<file path="src/rtl/fc_layer_sequencer.sv">
// ============================================================================
// Module   : fc_layer_sequencer
// Brief    : Shares one K-lane MAC engine between FC1 (ReLU) and FC2 (linear),
//            walking neurons and K-wide input tiles with tile/writeback handshakes.
// Revision : 1.0 - initial release
// ============================================================================
`default_nettype none

module fc_layer_sequencer #(
    parameter int IN_DIM_200 = 200,
    parameter int OUT_DIM_100 = 100,
    parameter int IN_DIM_100 = 100,
    parameter int OUT_DIM_3 = 3,
    parameter int K = 4,
    parameter int ADDR_WIDTH = 16
) (
    input  logic                  clk,
    input  logic                  rst,
    input  logic                  start,
    output logic                  busy,
    output logic                  done_fc1,
    output logic                  done,
    output logic                  layer_sel,
    output logic [ADDR_WIDTH-1:0] neuron_idx,
    output logic [ADDR_WIDTH-1:0] tile_idx,
    output logic [ADDR_WIDTH-1:0] w_addr,
    output logic [K-1:0]          lane_mask,
    output logic                  acc_clr,
    output logic                  mac_valid,
    input  logic                  mac_ready,
    output logic                  acc_last,
    output logic                  wb_valid,
    input  logic                  wb_ready,
    output logic                  relu_en
);

    localparam int c_TILES_FC1 = (IN_DIM_200 + K - 1) / K;
    localparam int c_TILES_FC2 = (IN_DIM_100 + K - 1) / K;
    localparam int c_REM_FC1   = IN_DIM_200 % K;
    localparam int c_REM_FC2   = IN_DIM_100 % K;

    localparam logic [K-1:0] c_MASK_ALL = {K{1'b1}};
    localparam logic [K-1:0] c_MASK_FC1 = (c_REM_FC1 == 0) ? c_MASK_ALL : K'((1 << c_REM_FC1) - 1);
    localparam logic [K-1:0] c_MASK_FC2 = (c_REM_FC2 == 0) ? c_MASK_ALL : K'((1 << c_REM_FC2) - 1);

    localparam logic [ADDR_WIDTH-1:0] c_TILES_FC1_A     = ADDR_WIDTH'(c_TILES_FC1);
    localparam logic [ADDR_WIDTH-1:0] c_TILES_FC2_A     = ADDR_WIDTH'(c_TILES_FC2);
    localparam logic [ADDR_WIDTH-1:0] c_LAST_TILE_FC1   = ADDR_WIDTH'(c_TILES_FC1 - 1);
    localparam logic [ADDR_WIDTH-1:0] c_LAST_TILE_FC2   = ADDR_WIDTH'(c_TILES_FC2 - 1);
    localparam logic [ADDR_WIDTH-1:0] c_LAST_NEURON_FC1 = ADDR_WIDTH'(OUT_DIM_100 - 1);
    localparam logic [ADDR_WIDTH-1:0] c_LAST_NEURON_FC2 = ADDR_WIDTH'(OUT_DIM_3 - 1);

    typedef enum logic [2:0] {
        S_IDLE = 3'd0,
        S_CLR  = 3'd1,
        S_MAC  = 3'd2,
        S_WB   = 3'd3,
        S_DONE = 3'd4
    } state_t;

    state_t                  r_state;
    logic                    r_layer_sel;
    logic [ADDR_WIDTH-1:0]   r_neuron_idx;
    logic [ADDR_WIDTH-1:0]   r_tile_idx;

    logic [ADDR_WIDTH-1:0]   w_tiles;
    logic                    w_is_last_tile;
    logic                    w_is_last_neuron;
    logic [K-1:0]            w_partial_mask;

    assign w_tiles          = r_layer_sel ? c_TILES_FC2_A : c_TILES_FC1_A;
    assign w_is_last_tile   = (r_tile_idx == (r_layer_sel ? c_LAST_TILE_FC2 : c_LAST_TILE_FC1));
    assign w_is_last_neuron = (r_neuron_idx == (r_layer_sel ? c_LAST_NEURON_FC2 : c_LAST_NEURON_FC1));
    assign w_partial_mask   = r_layer_sel ? c_MASK_FC2 : c_MASK_FC1;

    always_ff @(posedge clk or negedge rst) begin
        if (!rst) begin
            r_state      <= S_IDLE;
            r_layer_sel  <= 1'b0;
            r_neuron_idx <= '0;
            r_tile_idx   <= '0;
        end else begin
            case (r_state)
                S_IDLE: begin
                    if (start) begin
                        r_state      <= S_CLR;
                        r_layer_sel  <= 1'b0;
                        r_neuron_idx <= '0;
                        r_tile_idx   <= '0;
                    end
                end
                S_CLR: r_state <= S_MAC;
                S_MAC: begin
                    if (mac_ready) begin
                        if (w_is_last_tile) begin
                            r_state <= S_WB;
                        end else begin
                            r_tile_idx <= r_tile_idx + 1'b1;
                        end
                    end
                end
                S_WB: begin
                    if (wb_ready) begin
                        r_tile_idx <= '0;
                        if (!w_is_last_neuron) begin
                            r_neuron_idx <= r_neuron_idx + 1'b1;
                            r_state      <= S_CLR;
                        end else if (!r_layer_sel) begin
                            // FC1 complete: hand the engine straight to FC2
                            r_layer_sel  <= 1'b1;
                            r_neuron_idx <= '0;
                            r_state      <= S_CLR;
                        end else begin
                            r_state <= S_DONE;
                        end
                    end
                end
                S_DONE: begin
                    r_state      <= S_IDLE;
                    r_layer_sel  <= 1'b0;
                    r_neuron_idx <= '0;
                    r_tile_idx   <= '0;
                end
                default: r_state <= S_IDLE;
            endcase
        end
    end

    assign busy       = (r_state != S_IDLE);
    assign acc_clr    = (r_state == S_CLR);
    assign mac_valid  = (r_state == S_MAC);
    assign wb_valid   = (r_state == S_WB);
    assign done       = (r_state == S_DONE);
    assign acc_last   = mac_valid && w_is_last_tile;
    // Pulses on the accepting cycle itself so it lines up with the final FC1 writeback
    assign done_fc1   = wb_valid && wb_ready && w_is_last_neuron && !r_layer_sel;
    assign layer_sel  = r_layer_sel;
    assign neuron_idx = r_neuron_idx;
    assign tile_idx   = r_tile_idx;
    assign w_addr     = r_neuron_idx * w_tiles + r_tile_idx;
    assign lane_mask  = (mac_valid && w_is_last_tile) ? w_partial_mask : c_MASK_ALL;
    assign relu_en    = busy && !r_layer_sel;

endmodule

`default_nettype wire

</file>
<file path="config.mk">
export PLATFORM = sky130hd
export DESIGN_NAME = fc_layer_sequencer
export DESIGN_NICKNAME = d
export VERILOG_FILES = /design/src/rtl/fc_layer_sequencer.sv
export SDC_FILE = /design/constraint.sdc
export NUM_CORES = 1
export LEC_CHECK = 0
export CAP_MARGIN = 0
export CORE_AREA = 5 5 99 101
export DETAILED_ROUTE_END_ITERATION = 7
export DIE_AREA = 0 0 104 106
export GPL_TIMING_DRIVEN = 0
export PLACE_DENSITY = 0.81
export SLEW_MARGIN = 25
export SYNTH_ARGS = -nofsm -noshare
export SYNTH_HDL_FRONTEND = slang
export SYNTH_SLANG_ARGS = --single-unit
export TNS_END_PERCENT = 20
</file>
<file path="constraint.sdc">
create_clock -name clk -period 6 [get_ports clk]
set_clock_uncertainty 0.2 [all_clocks]
set_input_delay 1.5 -clock clk [delete_from_list [all_inputs] [get_ports clk]]
set_output_delay 1.5 -clock clk [all_outputs]
set_load 0.01 [all_outputs]
</file>
* Word level (Yosys, flattened, before mapping)
Index checks and enable logic that the tools add are counted.
** Word-level totals
- Flip-flop bits (word level) :: 36
- Bits in latches :: 0
- RAM bits :: 0
- Memory bits (read-only) :: 0
- Input bits :: 5
- Output and inout port bits :: 61
- Memories :: 0
** Cells by class
- $add $sub $neg :: 3
- Multiply operators :: 1
- Div/mod/pow operators :: 0
- Order comparisons :: 0
- Equality and inequality tests :: 13
- Shifts and indexed selects :: 0
- Muxes and demuxes :: 23
- Bitwise operators :: 0
- Reductions and logical operators :: 14
** Operators by type and width (count)
- 16-bit 2-to-1 mux :: 7
- 16-bit case mux with 4 select lines :: 1
- 16-bit case mux with 3 select lines :: 1
- 16-bit by 1-bit adder with 16-bit output, second input constant :: 2
- 3-bit 2-to-1 mux :: 6
- 16-bit adder :: 1
- 16-bit by 6-bit == test with 1-bit output :: 1
- 16-bit by 7-bit == test with 1-bit output :: 1
- 16-bit by 6-bit multiplier with 16-bit output :: 1
- 6-bit 2-to-1 mux :: 2
- 3-bit case mux with 4 select lines :: 1
- 4-bit AND reduction :: 3
- 2-bit by 1-bit != test with 1-bit output, second input constant :: 4
- 7-bit 2-to-1 mux :: 1
- 3-bit by 2-bit == test with 1-bit output, second input constant :: 2
- 3-bit nonzero test :: 2
- 1-bit logical AND :: 5
- 5-bit AND reduction :: 1
- 2-bit != test, second input constant :: 2
- 4-bit nonzero test :: 1
- 3-bit by 1-bit == test with 1-bit output, second input constant :: 1
- 3-bit == test, second input constant :: 1
- 3-bit zero test :: 1
- 1-bit 2-to-1 mux :: 3
- other kinds (3) :: 3

* Logic depth before layout (Yosys ltp)
Gate-level depths: netlist of run 1.
- Depth in word-level cells :: 5
- Gate-level depth with buffers :: 18
- Mapped depth without buffers :: 17

* Worst setup path after synthesis of run 1
No wires, ideal clock.
- Kind :: reg-to-output
- Start :: reg r_layer_sel, in the netlist layer_sel
- End :: out w_addr[14]
- Data arrival time :: 5.113 ns
- Data required time :: 4.300 ns
- Path slack :: -0.813 ns
- Cell stages (with the launch flop) :: 18
- Path buffers :: 1
- Path through :: dfrtp_1 clkinv_1 clkbuf_1 ha_1 fa_1 inv_1 fa_1 inv_1 fa_1 inv_1 fa_1 inv_1 ha_1 nor3_1 nor2_1 a31oi_1 o21ai_0 o311ai_0
** Between the ends
- Word-level cells in the longest chain between the ends :: 3
** Ends and longest elaborated chain
- start: declaration :: RTL line 62 : logic r_layer_sel;
- start signal: assignment :: RTL line 79 : r_layer_sel <= 1'b0;
- start signal: assignment :: RTL line 87 : r_layer_sel <= 1'b0;
- start signal: assignment :: RTL line 110 : r_layer_sel <= 1'b1;
- 6-bit 2-to-1 mux :: RTL line 71 : assign w_tiles = r_layer_sel ? c_TILES_FC2_A : c_TILES_FC1_A;
- 16-bit by 6-bit multiplier with 16-bit output :: RTL line 140 : assign w_addr = r_neuron_idx * w_tiles + r_tile_idx;
- 16-bit adder :: RTL line 140
- end: declaration :: RTL line 26 : output logic [ADDR_WIDTH-1:0] w_addr,
No other way between the ends.

* Worst setup path in the final report of run 1
- Start :: reg r_neuron_idx[5], in the netlist neuron_idx[5]
- End :: out w_addr[11]
** Between the ends
- Word-level cells in the longest chain between the ends :: 2
** Ends and longest elaborated chain
- start: declaration :: RTL line 63 : logic [ADDR_WIDTH-1:0] r_neuron_idx;
- start signal: assignment :: RTL line 106 : r_neuron_idx <= r_neuron_idx + 1'b1;
- 16-bit by 6-bit multiplier with 16-bit output :: RTL line 140
- 16-bit adder :: RTL line 140
No other way between the ends.

==> results of run 1 <==
==> cells by family after synthesis <==
group           Yosys count  synth area share
mux                       5            0.0124
simple gates            152             0.188
buf+inv                 102            0.0948
compound gates           68             0.110
flops                    36             0.212
fa+ha+maj                74             0.296
other cells               2           0.00177
xor+xnor                 41            0.0845
==> through the flow <==
stage | setup TNS, ns | area [sq um] | util | hold WS (ns)
after floorplan | 0 | 4370 | - | 0.343
after global placement | -5.83 | 5120 | 0.573 | 0.388
after detailed placement | -6.44 | 5140 | 0.575 | 0.394
after CTS | -1.39 | 5490 | 0.614 | 0.409
after global routing | -3.28 | 5530 | 0.619 | 0.431
final | -1.68 | 5530 | 0.619 | 0.406
==> path summary, 6_finish.rpt <==
check	from	end	cells after the start
worst min register to register	tile_idx[9]	tile_idx[9]	2
min in group asynchronous	rst	r_state[0]	1
max in group asynchronous	rst	layer_sel	2
worst max register to register	layer_sel	neuron_idx[6]	9
worst min-delay path	tile_idx[9]	tile_idx[9]	2
worst max-delay path	neuron_idx[5]	w_addr[11]	18
==> what timing repair did <==
item / in CTS / in global routing
gates resized for setup: 80 / 15
cloned: 0 / 0
hold buffers: 0 / 0
setup buffers: 16 / 1
endpoints found under the setup margin: 11 / 10
pin swaps: 34 / 12
==> where the power goes <==
| group | leakage, nW | internal, W | switching (W) |
|---|---|---|---|
| clock network | 0.0445 | 0.0000934 | 0.0000926 |
| registers | 0.486 | 0.000267 | 0.0000577 |
| logic | 2.04 | 0.000422 | 0.000494 |
| total | 2.57 | 0.000782 | 0.000644 |
==> worst min-delay path, delay by kind of cell (launching register included) <==
| kind | cells | cell delay, ns |
|---|---|---|
| AOI/OAI and AO/OA | 2 | 0.15 |
| DFF | 1 | 0.41 |
==> cell usage after synthesis (all sizes together) (6+ instances only) <==
master,instances
a21o,10
buf,7
nand3,11
nor4,7
nand4,10
and3,6
xnor2,31
clkbuf,7
dfrtp,36
nor3,17
nand2,26
ha,30
xor2,10
and2,7
a21oi,15
nor2,46
o21ai,20
fa,44
inv,87
==> flip-flops by register name, indices dropped and copies added, names as in the netlist <==
signal and cells:
layer_sel 1, r_state 3, neuron_idx 16, tile_idx 16
==> area by class of cell <==
class	instances	area, sq um
Clock inverter	1	7.51
Buffer	14	116
Timing Repair Buffer	79	721
Inverter	88	335
Multi-Input combinational cell	353	3220
Clock buffer	7	86.3
Sequential cell	36	906
Fill cell	740	3410
Tap cell	111	139
==> metal layers <==
layer	vias up	share of wire	wire [um]	global-route usage
met5	-	0	0	0
met4	0	0.028	308	0.0749
met3	25	0.039	435	0.0291
met2	118	0.52	5740	0.370
met1	1831	0.41	4580	0.251
li1	1754	-	-	-
==> metrics.txt, run 1 <==
Synth Register Bits=36; status=finished, violations left; GRT Overall Usage=0.206; final cell count without fillers=689; area of the core=8930 sq um; slew at the pin closest to its max-slew limit=0.528 ns; WL/cell=16.1 um; Die Wd=104 um; first-pass GRT wire length=18900 um; I/O pin total=66; mean area per synthesized cell=8.85 sq um; RSZ-0062 raised after global routing=true; f_max=0.158 GHz; worst path arrival time=4.65 ns; Final nets=656; via count=3728; post-placement cell count=664; Final min period=6.35 ns; largest net degree at the start of global routing=20; worst-path fanout max=9; 1st-iter DRT viols=206; total CTS buffers=5; Antenna Diode Count=0; ANT nets after route=0; clock root cell=clkbuf_8; Final Cycle Share=1.06; Synth area leader=dfrtp_1; final worst slack=-0.348 ns; CTS tree=built; synth-to-layout area growth=30.1%; Reg clk slew, reported paths=0.08 ns; grt ovf=0; Critical Path End Type=primary output; HPWL after DPL=8250 um; synthesized cell area=4250 sq um; layout cell share with drive strength beyond 1=0.176; CP max-delay cell=fa_1; unique cell type count in the Yosys netlist=54; CP delay by family, top=adder cells; buffers from clock root to sink, at most=2; DRC Markers=0; worst hold path type=flip-flop to flip-flop; number of global-route vias before repair=3986; leakage=2.57 nW; worst path bufs/invs=6; Yosys warning count=0; pre-CTS WS=-0.843 ns; Pre-antenna DRT Iters=4; Vias/cell=5.41; Die Height=106 um; Most used DFF post-synth=dfrtp_1; most common cell after layout, fill and taps aside=inv_1; IO buf count=61; total power=0.00143 W; pwr/cell area=258 nW/um^2; Post-synth ARST share=1.00; failing checks=setup timing; Hold Fails Final Rpt=0; flop2flop setup slack=3.18 ns; Total Wirelength=11100 um; Max Slew Vio Count=0; CTS Sinks=36; H-tree depth=2; clock insertion delay at the later pin of the skew report=0.29 ns; die area=11000 sq um; Placer Congestion=0.905; Worst VDD drop=0.000233 V; Synth top area share=0.212; Largest stage delay, worst path=0.60 ns; number of synthesized flops with an enable pin=0; Starting Density=0.475; Post-Synthesis Cells=480; Setup violations, final=9; synth top area cells=dfrtp_1, fa_1, ha_1; CP Launch Type=flip-flop; commonest non-fill, non-tap cells in the layout=inv_1, clkdlybuf4s50_1, fa_1, nor2_1, dfrtp_1; num rows=35; Slew HR=0.648; Max Cap Viol=0; CP Class=flip-flop to primary output; sequential share of the synthesized area=0.212; crit path cell chain=ha_2 -> inv_2 -> fa_1 -> inv_2 -> fa_1 -> fa_1 -> inv_2 -> fa_1 -> inv_2 -> ha_4 -> a21oi_4 -> nand2_2 -> o21ai_2 -> buf_4 -> o21bai_1 -> a21oi_1 -> xnor2_1 -> buf_2; antenna violations before repair=0; CP required=4.30 ns
Power figures use the tool's default switching activity.
==> inputs of run 2 (changes only) <==
- CTS_BUF_LIST: default -> sky130_fd_sc_hd__clkbuf_16
==> run 2 against run 1 <==
  * The run still ends with setup timing left
  * Total power grew 4.8%
  * Global-route usage grew 0.76 points
  * Final cell count grew 1.3%
  * Flip-flop and latch count is the same
  * Die area is the same
  * Setup slack gained 0.040 ns
  * Via count grew 1.7%
  * Wire length grew 5.3%
  * First-iteration DRC count grew 4.4%
  * Sequential power is essentially flat
  * Maximum frequency grew 0.63%
  * Critical path type unchanged
  * Highest routed layer unchanged
==> metrics.txt, run 2 (same netlist as run 1, synthesis figures left out) <==
RSZ-0062 raised after global routing=true; Critical Path Start=layer_sel; Final Cycle Share=1.05 (-0.00663); Post-Route Utilization=0.632 (+0.0129); worst-path fanout max=8 (-1); GRT Overall Usage=0.214 (+0.00759); Starting Density=0.475 (unchanged); buffers from clock root to sink, at most=2 (unchanged); CP Launch Type=flip-flop; Reg-to-Reg Start=layer_sel; most common cell after layout, fill and taps aside=inv_1; ANT nets after route=0 (unchanged); num rows=35 (unchanged); Seq. cell area=906 sq um (unchanged); number of global-route vias before repair=4115 (+3.2%); I/O pin total=66 (unchanged); Final nets=665 (+1.4%); antenna violations before repair=0 (unchanged); final worst slack=-0.308 ns (+0.0398 ns); WL/cell=16.7 um (+3.9%); CP Class=flip-flop to primary output; Multi-input gate area=3220 sq um (about the same); Final min period=6.31 ns (-0.0398 ns); Final Instance Area=5640 sq um (+2.1%); Antenna Diode Count=0 (unchanged); CTS Sinks=36 (unchanged); Total Wirelength=11600 um (+5.3%); failing checks=setup timing; Reg clk slew, reported paths=0.06 ns (-0.02 ns); hold_ws=0.406 ns (+0.000293 ns); Slew HR=0.602 (-0.0459); Pre-antenna DRT Iters=5 (+1); pwr/cell area=265 nW/um^2 (+2.6%); Critical Path End Type=primary output; clock insertion delay at the later pin of the skew report=0.28 ns (about the same); grt ovf=0 (unchanged); CTS tree=built; Worst VDD drop=0.000275 V (+18%); total CTS buffers=5 (unchanged); clock root cell=clkbuf_16; Placer Congestion=0.905 (unchanged); area of the core=8930 sq um (unchanged); first-pass GRT wire length=19700 um (+3.9%); via count=3793 (+1.7%); Die Height=106 um (unchanged); FILL cells=731 (-1.2%); hold_sp=tile_idx[9]; CP required=4.30 ns (about the same); Vias/cell=5.43 (+0.43%); H-tree depth=2 (unchanged); Cell Area, Placed=5140 sq um (unchanged); layout cell share with drive strength beyond 1=0.189 (+0.0126); largest net degree at the start of global routing=20 (unchanged); Max Cap Viol=0 (unchanged); status=finished, violations left; leakage=2.65 nW (+3.1%); Die Wd=104 um (unchanged); IO buf count=61 (unchanged); setup TNS=-1.60 ns (+0.0806 ns); worst hold path type=flip-flop to flip-flop; worst path arrival time=4.61 ns (-0.04 ns); f_max=0.159 GHz (+0.63%); synth-to-layout area growth=32.8%; 1st-iter DRT viols=215 (+4.4%); Setup violations, final=8 (-1); commonest non-fill, non-tap cells in the layout=inv_1, clkdlybuf4s50_1, fa_1, nor2_1, dfrtp_1; Max Slew Vio Count=0 (unchanged); Hold Fails Final Rpt=0 (unchanged); slew at the pin closest to its max-slew limit=0.589 ns (+0.0612 ns); HPWL after DPL=8250 um (unchanged); DRC Markers=0 (unchanged); die area=11000 sq um (unchanged)
[run 2: cell count changes in the layout (fill, tap and decap cells not counted), sizes merged]
cell | before | now
clkinv | 1 | 2
clkbuf | 14 | 13
buf | 36 | 44
inv | 87 | 88
[run 2: worst max-delay path, stage by stage, from the launching register on]
cell and delay [ns]:
dfrtp_2 0.45, clkinv_4 0.09, clkbuf_16 0.17, ha_4 0.16, fa_1 0.49, inv_2 0.04
fa_1 0.49, inv_1 0.05, fa_1 0.47, inv_1 0.05, fa_1 0.48, inv_2 0.04
ha_4 0.23, nor3_2 0.17, nor2_1 0.08, a31oi_2 0.20, buf_4 0.17, o21bai_1 0.06
a21oi_1 0.16, xnor2_1 0.13, buf_2 0.15
[run 2: layout make-up]
| cell class | instances | area share |
|---|---|---|
| Clock inverter | 3 | 0.00266 |
| Clock buffer | 5 | 0.0222 |
| Inverter | 88 | 0.0594 |
| Sequential cell | 36 | 0.161 |
| Timing Repair Buffer | 88 | 0.140 |
| Multi-Input combinational cell | 353 | 0.570 |
| Buffer | 14 | 0.0204 |
| Tap cell | 111 | 0.0246 |
[run 2: worst paths after layout]
kind	to	slack, ns	cells past startpoint
max in group asynchronous	layer_sel	4.16	2
worst min register to register	tile_idx[9]	0.41	2
worst min-delay path	tile_idx[9]	0.41	2
worst max register to register	neuron_idx[5]	3.18	9
worst max-delay path	w_addr[10]	-0.31	20
min in group asynchronous	r_state[0]	0.98	1
[run 2: report_power, final]
part | internal (W) | switching (W) | leakage [nW]
sequential | 0.000267 | 0.0000563 | 0.486
clock | 0.000151 | 0.0000998 | 0.0687
combinational | 0.000420 | 0.000500 | 2.10
total | 0.000838 | 0.000656 | 2.65
[run 2: repair_timing]
action | CTS | global route
setup endpoints to repair | 11 | 10
hold buffers | 0 | 0
resized for setup | 82 | 13
pin swaps | 36 | 12
buffers inserted | 24 | 2
[run 2: per-layer routing]
metal	GRT usage	vias up	wire length (um)
met4	0.0870	0	484
li1	-	1771	-
met1	0.253	1849	4710
met2	0.388	132	5940
met5	0	-	0
met3	0.0291	41	505
[run 2: through the flow]
stage | power (W) | worst slack (ns) | std cells
6_report | 0.00149 | -0.308 | 698
5_1_grt | 0.00162 | -0.474 | 698
4_1_cts | 0.00147 | -0.252 | 696
3_5_place_dp | 0.00118 | -0.843 | 664
3_3_place_gp | 0.00115 | -0.781 | 663
2_1_floorplan | 0.000864 | 0.00690 | 491
==> inputs of run 3 (changes only) <==
- CORE_AREA: 5 5 99 101 -> 5 5 91 93
- DIE_AREA: 0 0 104 106 -> 0 0 96 98
- DONT_BUFFER_PORTS: default -> 1
- PLACE_DENSITY: 0.81 -> 0.82
- SKIP_LAST_GASP: default -> 1
==> run 3 against run 2 <==
  * The flow still finishes with violations (setup timing)
  * Clock power increased by 18%
  * Setup slack better by 0.017 ns
  * Utilization up 4.1 points
  * Total power down 7.1%
  * Critical path type unchanged
==> metrics.txt, run 3 (same netlist as run 1, synthesis figures left out) <==
Slew HR=0.631 (+0.0283); Setup violations, final=9 (+1); 1st-iter DRT viols=228 (+6.0%); grt ovf=0 (unchanged); clock insertion delay at the later pin of the skew report=0.28 ns (about the same); total power=0.00139 W (-7.1%); ANT nets after route=0 (unchanged); pwr/cell area=277 nW/um^2 (+4.7%); Reg clk slew, reported paths=0.06 ns (about the same); CTS tree=built; hold_ws=0.438 ns (+0.0323 ns); CP required=4.30 ns (about the same); Critical Path End Type=primary output; Multi-input gate area=3230 sq um (+0.31%); failing checks=setup timing; largest net degree at the start of global routing=37 (+85%); Final min period=6.29 ns (-0.0174 ns); CP Launch Type=flip-flop; Antenna Diode Count=0 (unchanged); layout cell share with drive strength beyond 1=0.165 (-0.0244); Total Wirelength=10800 um (-7.5%); Starting Density=0.570 (+0.0949); most common cell after layout, fill and taps aside=inv_1; clock root cell=clkbuf_16; f_max=0.159 GHz (+0.28%); CP Class=flip-flop to primary output; num rows=32 (-8.6%); FILL cells=582 (-20%); synth-to-layout area growth=17.8%; first-pass GRT wire length=18300 um (-7.1%); Vias/cell=5.72 (+5.2%); Worst VDD drop=0.000215 V (-22%); Max Cap Viol=0 (unchanged); total CTS buffers=5 (unchanged); WL/cell=17.4 um (+4.4%); worst hold path type=flip-flop to flip-flop; antenna violations before repair=0 (unchanged); Max Slew Vio Count=0 (unchanged); Die Height=98 um (-7.5%); RSZ-0062 raised after global routing=true; worst path arrival time=4.59 ns (-0.02 ns); Hold Fails Final Rpt=0 (unchanged); Seq. cell area=905 sq um (-0.14%); Die Wd=96 um (-7.7%); HPWL after DPL=7750 um (-6.0%); Final Cycle Share=1.05 (-0.00289); IO buf count=0 (-100%); Final nets=594 (-11%); final worst slack=-0.291 ns (+0.0174 ns); GRT Overall Usage=0.246 (+0.0326); die area=9410 sq um (-15%); I/O pin total=66 (unchanged); area of the core=7450 sq um (-17%); DRC Markers=0 (unchanged); number of global-route vias before repair=3798 (-7.7%); leakage=2.39 nW (-9.7%); via count=3532 (-6.9%); Pre-antenna DRT Iters=5 (unchanged); Post-Route Utilization=0.672 (+0.0407); slew at the pin closest to its max-slew limit=0.547 ns (-0.0419 ns); status=finished, violations left; commonest non-fill, non-tap cells in the layout=inv_1, fa_1, nor2_1, dfrtp_1, xnor2_1; pre-CTS WS=-0.363 ns (+0.480 ns); Placer Congestion=0.919 (+1.5%); CTS Sinks=36 (unchanged); H-tree depth=2 (unchanged); worst-path fanout max=8 (unchanged); buffers from clock root to sink, at most=2 (unchanged)
[run 3: cell types whose count changed in the layout (fill, tap and decap cells not counted), sizes merged]
cell           before  now
clkdlybuf4s50      49    0
clkinvlp            1    0
bufinv              0    1
clkbuf             13   11
clkdlybuf4s18       0    1
buf                44   24
dlygate4sd2         1    0
[run 3: per-layer routing]
| metal | share of wire | GRT usage |
|---|---|---|
| met5 | 0 | 0 |
| met4 | 0.038 | 0.0919 |
| met3 | 0.065 | 0.0478 |
| met2 | 0.50 | 0.420 |
| met1 | 0.40 | 0.304 |
[run 3: through the flow]
step                      area [sq um]  std cells  setup TNS, ns
final                             5010        618          -1.88
after global routing              5010        618          -3.57
after CTS                         4980        617          -1.29
after detailed placement          4500        593          -1.85
after global placement            4500        593          -1.80
after floorplan                   4370        491              0
[run 3: critical path, stage by stage, from the launching register on]
cell and delay, ns:
dfrtp_2 0.55, clkinv_4 0.09, clkbuf_16 0.17, buf_4 0.16
buf_4 0.14, nand2_2 0.07, fa_1 0.45, fa_1 0.54
inv_1 0.05, fa_1 0.48, inv_1 0.05, fa_1 0.50
inv_1 0.07, ha_4 0.28, nand4_1 0.09, o21ai_2 0.19
a31oi_1 0.12, xnor2_1 0.29
[run 3: what timing repair did]
item / 4_1_cts / 5_1_grt
gates resized for setup: 39 / 6
endpoints found under the setup margin: 11 / 9
hold buffers: 0 / 0
buffers inserted: 16 / 1
pin swaps: 28 / 13
[run 3: worst paths after layout]
path	startpoint	to	cells after the start	slack, ns
min in group asynchronous	rst	r_state[0]	0	0.71
hold / removal	r_state[2]	r_state[1]	1	0.44
max in group asynchronous	rst	neuron_idx[5]	0	4.80
hold reg to reg	r_state[2]	r_state[1]	1	0.44
setup / recovery	layer_sel	w_addr[15]	17	-0.29
setup reg to reg	layer_sel	neuron_idx[6]	9	2.95
[run 3: power by group]
group	internal, W	switching [W]
Sequential	0.000267	0.0000707
Clock	0.000194	0.000101
Combinational	0.000302	0.000454
[run 3: final cells by class]
cell class / instances / share of cell area
Timing Repair Buffer: 17 / 0.0260
Inverter: 88 / 0.0670
Clock inverter: 3 / 0.00775
Sequential cell: 36 / 0.181
Tap cell: 102 / 0.0255
Clock buffer: 5 / 0.0250
Multi-Input combinational cell: 353 / 0.645
Buffer: 14 / 0.0232
